===== src/rtl/rmii_tx_framer.sv =====
// RMII transmit framer: preamble/SFD, byte stream as LSB-first dibits, zero pad,
// CRC-32 FCS and inter-frame gap.
module rmii_tx_framer #(
  parameter int unsigned MIN_LEN        = 60,
  parameter int unsigned PREAMBLE_BYTES = 7,
  parameter int unsigned IFG_CYCLES     = 48
) (
  input  logic       clk,
  input  logic       resn,
  input  logic [7:0] in_data,
  input  logic       in_valid,
  input  logic       in_last,
  output logic       in_ready,
  output logic       tx_en,
  output logic [1:0] txd,
  output logic       busy,
  output logic       underrun
);

  typedef enum logic [2:0] {StIdle, StPre, StData, StPad, StFcs, StIfg} state_e;

  localparam logic [15:0] PreLast = 16'(4 * (PREAMBLE_BYTES + 1) - 1);
  localparam logic [15:0] IfgLast = 16'(IFG_CYCLES - 1);
  localparam logic [10:0] CntMax  = 11'h7ff;

  state_e      state_q, state_d;
  logic [1:0]  ph_q, ph_d;
  logic [15:0] tmr_q, tmr_d;
  logic [7:0]  hold_q, hold_d;
  logic        last_q, last_d;
  logic [10:0] cnt_q, cnt_d, cnt_inc;
  logic [31:0] crc_q, crc_d;
  logic        tx_en_q, tx_en_d;
  logic [1:0]  txd_q, txd_d;
  logic        busy_q, busy_d;
  logic        underrun_q, underrun_d;
  logic        rdy_en_q;
  logic        byte_end;

  // Two reflected CRC-32 steps, bit 0 of the dibit first.
  function automatic logic [31:0] crc_dibit(input logic [31:0] c, input logic [1:0] d);
    logic [31:0] r;
    logic        fb;
    r = c;
    for (int i = 0; i < 2; i++) begin
      fb = r[0] ^ d[i];
      r  = {1'b0, r[31:1]} ^ (fb ? 32'hedb88320 : 32'h0);
    end
    return r;
  endfunction

  assign byte_end = (ph_q == 2'd3);
  assign cnt_inc  = (cnt_q == CntMax) ? cnt_q : cnt_q + 11'd1;

  // rdy_en_q keeps in_ready low until the first edge after reset release.
  always_comb begin
    in_ready = 1'b0;
    unique case (state_q)
      StIdle:  in_ready = rdy_en_q;
      StData:  in_ready = byte_end && !last_q;
      default: in_ready = 1'b0;
    endcase
  end

  always_comb begin
    state_d    = state_q;
    ph_d       = ph_q;
    tmr_d      = tmr_q;
    hold_d     = hold_q;
    last_d     = last_q;
    cnt_d      = cnt_q;
    crc_d      = crc_q;
    underrun_d = 1'b0;
    unique case (state_q)
      StIdle: begin
        if (in_valid && in_ready) begin
          state_d = StPre;
          hold_d  = in_data;
          last_d  = in_last;
          cnt_d   = '0;
          crc_d   = '1;
          tmr_d   = '0;
          ph_d    = '0;
        end
      end
      StPre: begin
        tmr_d = tmr_q + 16'd1;
        if (tmr_q == PreLast) begin
          state_d = StData;
          tmr_d   = '0;
          ph_d    = '0;
        end
      end
      StData: begin
        crc_d = crc_dibit(crc_q, txd_q);
        ph_d  = ph_q + 2'd1;
        if (byte_end) begin
          cnt_d = cnt_inc;
          tmr_d = '0;
          if (last_q) begin
            state_d = (32'(cnt_inc) < MIN_LEN) ? StPad : StFcs;
          end else if (in_valid) begin
            hold_d = in_data;
            last_d = in_last;
          end else begin
            underrun_d = 1'b1;
            state_d    = StIfg;
          end
        end
      end
      StPad: begin
        crc_d = crc_dibit(crc_q, 2'b00);
        ph_d  = ph_q + 2'd1;
        if (byte_end) begin
          cnt_d = cnt_inc;
          if (32'(cnt_inc) >= MIN_LEN) begin
            state_d = StFcs;
            tmr_d   = '0;
          end
        end
      end
      StFcs: begin
        tmr_d = tmr_q + 16'd1;
        if (tmr_q == 16'd15) begin
          state_d = StIfg;
          tmr_d   = '0;
        end
      end
      StIfg: begin
        tmr_d = tmr_q + 16'd1;
        if (tmr_q == IfgLast) begin
          state_d = StIdle;
        end
      end
      default: state_d = StIdle;
    endcase
  end

  // Outputs are registered from the next state so the wire shows the dibit the
  // state register describes.
  always_comb begin
    tx_en_d = 1'b0;
    txd_d   = 2'b00;
    busy_d  = (state_d != StIdle);
    unique case (state_d)
      StPre: begin
        tx_en_d = 1'b1;
        txd_d   = (tmr_d == PreLast) ? 2'b11 : 2'b01;
      end
      StData: begin
        tx_en_d = 1'b1;
        unique case (ph_d)
          2'd0:    txd_d = hold_d[1:0];
          2'd1:    txd_d = hold_d[3:2];
          2'd2:    txd_d = hold_d[5:4];
          default: txd_d = hold_d[7:6];
        endcase
      end
      StPad: tx_en_d = 1'b1;
      StFcs: begin
        tx_en_d = 1'b1;
        txd_d   = ~crc_d[{tmr_d[3:0], 1'b0} +: 2];
      end
      default: begin
        tx_en_d = 1'b0;
        txd_d   = 2'b00;
      end
    endcase
  end

  always_ff @(posedge clk or negedge resn) begin
    if (!resn) begin
      state_q    <= StIdle;
      ph_q       <= '0;
      tmr_q      <= '0;
      hold_q     <= '0;
      last_q     <= 1'b0;
      cnt_q      <= '0;
      crc_q      <= '1;
      tx_en_q    <= 1'b0;
      txd_q      <= '0;
      busy_q     <= 1'b0;
      underrun_q <= 1'b0;
      rdy_en_q   <= 1'b0;
    end else begin
      state_q    <= state_d;
      ph_q       <= ph_d;
      tmr_q      <= tmr_d;
      hold_q     <= hold_d;
      last_q     <= last_d;
      cnt_q      <= cnt_d;
      crc_q      <= crc_d;
      tx_en_q    <= tx_en_d;
      txd_q      <= txd_d;
      busy_q     <= busy_d;
      underrun_q <= underrun_d;
      rdy_en_q   <= 1'b1;
    end
  end

  assign tx_en    = tx_en_q;
  assign txd      = txd_q;
  assign busy     = busy_q;
  assign underrun = underrun_q;

endmodule


===== config.mk =====
export PLATFORM = sky130hd
export DESIGN_NAME = rmii_tx_framer
export DESIGN_NICKNAME = d
export VERILOG_FILES = /design/src/rtl/rmii_tx_framer.sv
export SDC_FILE = /design/constraint.sdc
export NUM_CORES = 1
export LEC_CHECK = 0
export ABC_AREA = 1
export CAP_MARGIN = 20
export CORE_MARGIN = 8
export CORE_UTILIZATION = 62
export CTS_CLUSTER_SIZE = 30
export DETAILED_ROUTE_END_ITERATION = 16
export GPL_ROUTABILITY_DRIVEN = 0
export PLACE_DENSITY = 0.78
export SYNTH_ARGS = -nofsm -noshare
export SYNTH_HDL_FRONTEND = slang
export SYNTH_SLANG_ARGS = --single-unit
export TNS_END_PERCENT = 20

===== constraint.sdc =====
create_clock -name clk -period 3 [get_ports clk]
set_clock_uncertainty 0.2 [all_clocks]
set_input_delay 0.45 -clock clk [delete_from_list [all_inputs] [get_ports clk]]
set_output_delay 0.45 -clock clk [all_outputs]
set_load 0.02 [all_outputs]

==> reports/metrics.cfg, run 1 <==
[sta]
worstMarginPinSlew_ps=952
setup_tns_ps=0
setup_violations=0
finalHoldViolCount=0
rsz0062_at_grt=false
finalCriticalPeriod_ps=2780
fin_crit_sh=0.927
drv_slew=0
slew_headroom=0.365
fmax_mhz=359

[run]
cap_violations=0

[drt]
drtIter0Drc=491
via_per_inst=5.88
drc=0
drt_wl_total_um=13600
wire_per_inst_um=15.3
ant_nets=0
vias=5226
drt-pass1-iter-count=5

[worst_hold_path]
hold_path.class=in2async

[cells_and_area]
fill_cells=674
post-route-util=0.710
diodes=0
syn2layout_area_growth_pct=10.8
multi_input_area_mm2=0.00279
final_nets=794
area.sequential_mm2=0.00202
drive_gt1_frac=0.131

[clock_network]
cts_sinks=79
h-tree-depth=3
cts.clk_slew.worst_paths_ps=90
cts_tree=yes
clockBufferDepth=2
holdBufCountCts=0
clock_latency_ps=360
cts_buffers=9
root_buffer=clkbuf_8

[yosys]
syn_inst=757
ys.warnings.count=0
synthFlopType=dfrtp_1
syn_nets=772
ys_seq_area_frac=0.383
async_flop_share=1.00
synth.avg_cell_area_um2=6.96
ys_types=43
synth-seq-cells=79
synth_area_leaders=dfrtp_1 (22%), dfstp_2 (16%), nand2_1 (16%)
synth_top_cell_area_share=0.223
yosys.area.top_type=dfrtp_1
synth_edf_count=0
synth_area_mm2=0.00527

[floorplanning]
rows=33
core_area_mm2=0.00822
fp.dieH_um=108
initial_core_util=0.641
num_io_pins=18
dieArea_mm2=0.0117
die_x_um=108

[critical_path]
startpoint_type=flip-flop
r2r_start=cnt_q[4]
reg2reg_slack_ps=220
cp.arrival_ps=2880
crit_fanout=10
end_kind=flip-flop
worstReg2RegEnd=txd[1]
r2r_cells=17
worstPathRequired_ps=3100
crit_type=reg2reg
critPathLaunch=cnt_q[4]

[grt]
grt-ovfl-total=0
grt_pass1_wl_um=22700
antenna_found_initial=0
grt_pass1_vias=4959
grt_max_degree=80
grt.total_usage=0.238

[pwr]
vdd_ir_drop_max_uv=362
power.leakage_nw=2.98
power_density_mw_per_mm2=512

[status]
status=complete, no violations

[placed_design]
hpwl_um=9820
port-buffer-count=17

## metrics by stage
stage	setup slack, ps	std cells	hold WS (ps)	total power, mW	instance area (um2)
2_1_floorplan	537	757	-45.6	1.88	5270
3_3_place_gp	148	869	267	2.04	5550
3_5_place_dp	81.5	869	268	2.07	5550
4_1_cts	48.7	885	75.3	2.96	5770
5_1_grt	5.25	889	129	3.14	5840
6_report	218	889	26.7	2.99	5840
## repair_timing
action,in CTS,in global routing
setup buffers,0,4
endpoints found under the setup margin,0,3
resized for setup,0,13
## kinds of logic (layout without fill, tap and decap cells)
group | count (synthesis) | in the layout | share of synthesized area
DFF | 79 | 79 | 0.383
buffers and inverters | 123 | 150 | 0.0945
other | 1 | 1 | 0.000712
adders and majority gates | 3 | 3 | 0.00713
AOI/OAI and AO/OA | 93 | 93 | 0.104
and+or+nand+nor | 432 | 432 | 0.368
xor gates and xnor gates | 26 | 26 | 0.0432
## flip-flops by register name, indices dropped and copies added, names as in the netlist, 2 cells and up
signal   count
state_q      3
ph_q         2
txd          2
crc_q       32
tmr_q       16
cnt_q       11
hold_q       8
## cell usage after synthesis, types with 4 or more instances
master      n
nand2_2     6
a21oi_1    26
buf_2      14
dfrtp_1    47
nor2_2      4
nand2_1   220
dfstp_2    32
nand4_1    14
nor2_1     53
xnor2_1     8
inv_1      95
o22ai_1    10
xor2_1     18
o21ai_0    33
clkbuf_1    5
nand3b_1    4
nand3_1   114
o211ai_1   12
## critical path, stage by stage, from the launching register on
cell and delay [ps]:
dfrtp_1 420, nand2_1 120, nor2_2 270, nand3_1 190, nand2_1 110, nand3_1 100, nor2_2 160, nand3_2 160
nand2_1 140, nand2_1 60, nand2_1 80, buf_4 180, nand2_1 80, nor2_1 130, nand3_1 150, nand2_1 90
inv_1 40, nand2_1 50
## cells in the final DEF, fill, tap and decap left out, types with 3 or more instances in the layout
cell             count
inv_2                3
nand2_1            217
nand3_1            114
nand2_2              9
o2111ai_1            3
nand3b_1             4
nor2_1              49
inv_1               95
nand4_1             14
o21ai_0             33
clkdlybuf4s50_1     16
nand3_4              3
o22ai_1             10
o211ai_1            12
ha_1                 3
dfrtp_2              3
nor2_2               7
clkbuf_8             9
xor2_1              18
dfrtp_1             44
dfstp_2             32
xnor2_1              8
buf_4               19
a21oi_1             26
nor3_1               3
## metal layers
metal / share of wire / GRT usage / vias to the layer above / wire length (um)
met5: 0 / 0 / - / 0
met4: 0.023 / 0.101 / 0 / 308
met3: 0.060 / 0.0434 / 33 / 818
met2: 0.49 / 0.395 / 216 / 6650
met1: 0.43 / 0.298 / 2464 / 5840
li1: - / - / 2513 / -
## worst max-delay path by stage
stage | cells after the start | end
global route | 17 | txd[1]
floorplan | 16 | txd[1]
detailed placement | 17 | txd[1]
CTS | 17 | txd[1]
global placement | 16 | txd[1]
finish | 17 | txd[1]
## report_power, final
part / internal [mW] / total (mW) / switching, mW
sequential: 1.20 / 1.29 / 0.0851
combinational: 0.278 / 0.797 / 0.519
clock: 0.475 / 0.903 / 0.428
## area by class of cell
type                       instances  area share
clock buffer                      10      0.0219
clock inverter                     6      0.0159
inverter                          99      0.0637
multi-input combinational        555       0.478
sequential                        79       0.346
tap                              105      0.0225
timing repair buffer              35      0.0519
Note: power is estimated with default switching activity, not from simulation.
==> run 2: changes to the inputs <==
CORE_UTILIZATION = 28   (was 62)
PLACE_DENSITY = 0.4   (was 0.78)
==> reports/metrics.cfg, run 2 (synthesis gave the netlist of run 1 again) <==
[clock_network]
root_buffer=clkbuf_16
h-tree-depth=3  ; unchanged
cts_tree=yes
cts.clk_slew.worst_paths_ps=60  ; -30 ps
clockBufferDepth=2  ; unchanged
clock_latency_ps=350  ; about the same
cts_sinks=79  ; unchanged
cts_buffers=9  ; unchanged

[drt]
wl_met2_um=7840  ; +18%
drt-pass1-iter-count=5  ; unchanged
drt_wl_total_um=16300  ; +20%
ant_nets=0  ; unchanged
drtIter0Drc=291  ; -41%
wire_per_inst_um=15.8  ; +3.1%
via_per_inst=4.85  ; -17%
vias=5016  ; -4.0%
drc=0  ; unchanged
highest_layer=met4
wl_met3_um=516  ; -37%
wirelength_met1_um=7730  ; +32%

[cells_and_area]
largest_reg_flops=32  ; unchanged
syn2layout_area_growth_pct=19.7
diodes=0  ; unchanged
fill_cells=1983  ; +190%
top_register=crc_q
layout_common_cells=nand2_1 (217), nand3_1 (107), inv_1 (93)
fin_cells=1034  ; +16%
area.sequential_mm2=0.00202  ; unchanged
multi_input_area_mm2=0.00287  ; +2.9%
final_nets=810  ; +2.0%
drive_gt1_frac=0.165  ; +0.0336
reg.largest.list=crc_q: 32 flops, tmr_q: 16 flops, cnt_q: 11 flops
post-route-util=0.339  ; -0.371
final_common_cell=nand2_1

[critical_path]
r2r_start=cnt_q[1]
end_kind=flip-flop
crit_fanout=6  ; -4
r2r_cells=18  ; +1
crit_type=reg2reg
worstReg2RegEnd=txd[1]
worstPathRequired_ps=3090  ; about the same
startpoint_type=flip-flop
reg2reg_slack_ps=250  ; +30 ps
cp.arrival_ps=2840  ; -40 ps

[floorplanning]
die_x_um=153  ; +42%
core_area_mm2=0.0186  ; +130%
dieArea_mm2=0.0235  ; +100%
fp.dieH_um=153  ; +42%
rows=50  ; +52%
num_io_pins=18  ; unchanged
initial_core_util=0.284  ; -0.358

[worst_hold_path]
hold_end=hold_q[6]
holdPathStages=2
hold_path.class=reg2reg
min_from=hold_q[6]

[sta]
worstMarginPinSlew_ps=746  ; -206 ps
finalHoldViolCount=0  ; unchanged
holdWs_ps=280  ; +253 ps
finalCriticalPeriod_ps=2750  ; -29.7 ps
fmax_mhz=363  ; +1.1%
rsz0062_at_grt=false
slew_headroom=0.503  ; +0.138
drv_slew=0  ; unchanged
fin_crit_sh=0.917  ; -0.00989
setup_violations=0  ; unchanged

[grt]
grt_pass1_wl_um=26500  ; +17%
grt_max_degree=54  ; -33%
grt-ovfl-total=0  ; unchanged
antenna_found_initial=0  ; unchanged
grt_pass1_vias=4910  ; -0.99%
grt.total_usage=0.143  ; -0.0956

[run]
cap_violations=0  ; unchanged

[placed_design]
hpwl_um=12000  ; +22%
port-buffer-count=17  ; unchanged
dp_cells=1014  ; +17%

[status]
status=complete, no violations

[pwr]
power_density_mw_per_mm2=532  ; +4.1%
vdd_ir_drop_max_uv=288  ; -21%
power.leakage_nw=3.13  ; +5.0%

-- run 2: worst max path at each step --
stage,from,endpoint,slack (ps),cells past startpoint
after detailed placement,cnt_q[1],txd[1],-90,16
after global routing,state_q[1],txd[0],1,13
final,cnt_q[1],txd[1],250,18
after floorplan,state_q[1],txd[1],540,16
after CTS,cnt_q[1],txd[0],10,12
after global placement,cnt_q[1],txd[1],-90,16
-- run 2: power breakdown --
| group | leakage [nW] | switching, mW | internal, mW | total (mW) |
|---|---|---|---|---|
| combinational | 2.02 | 0.587 | 0.323 | 0.910 |
| sequential | 0.967 | 0.0871 | 1.20 | 1.29 |
| clock | 0.141 | 0.488 | 0.670 | 1.16 |
-- run 2: final cells by class --
| cell class | instances | area share |
|---|---|---|
| Inverter | 99 | 0.0595 |
| Sequential cell | 79 | 0.320 |
| Timing Repair Buffer | 51 | 0.0694 |
| Multi-Input combinational cell | 555 | 0.455 |
| Clock inverter | 6 | 0.0111 |
| Tap cell | 234 | 0.0464 |
| Clock buffer | 10 | 0.0379 |
-- run 2: routing by layer --
metal  global-route usage  vias up
met5                    0        -
met3               0.0268       19
li1                     -     2545
met2                0.232       80
met4               0.0462        0
met1                0.187     2372
-- run 2: what timing repair did --
action | 4_1_cts | 5_1_grt
setup buffers | 2 | 1
pin swaps | 0 | 5
endpoints found under the setup margin | 3 | 3
gates resized for setup | 5 | 26
endpoints found under the hold margin | 32 | 0
hold buffers | 1 | 0
-- run 2: worst max-delay path: stages, from the launching register on --
cell and delay, ps:
dfrtp_1 370, ha_2 210, nand3_1 150, nor2_1 130
nand2_1 70, nand2_1 70, nand3_1 130, nor2_4 200
nand3_4 130, nand2_2 110, nand2_1 60, nand2_2 80
clkinvlp_4 200, buf_12 190, nand3_1 70, nand3_1 70
nand3_1 90, nand3_1 70, nand2_1 70
-- run 2: metrics by stage --
step,setup TNS (ps),setup slack [ps],area (um2),total power [mW]
6_report,0,248,6310,3.36
5_1_grt,0,1.25,6310,3.57
4_1_cts,0,11.0,6190,3.38
3_5_place_dp,-113,-86.4,5830,2.16
3_3_place_gp,-163,-86.1,5830,2.18
2_1_floorplan,0,537,5270,1.88
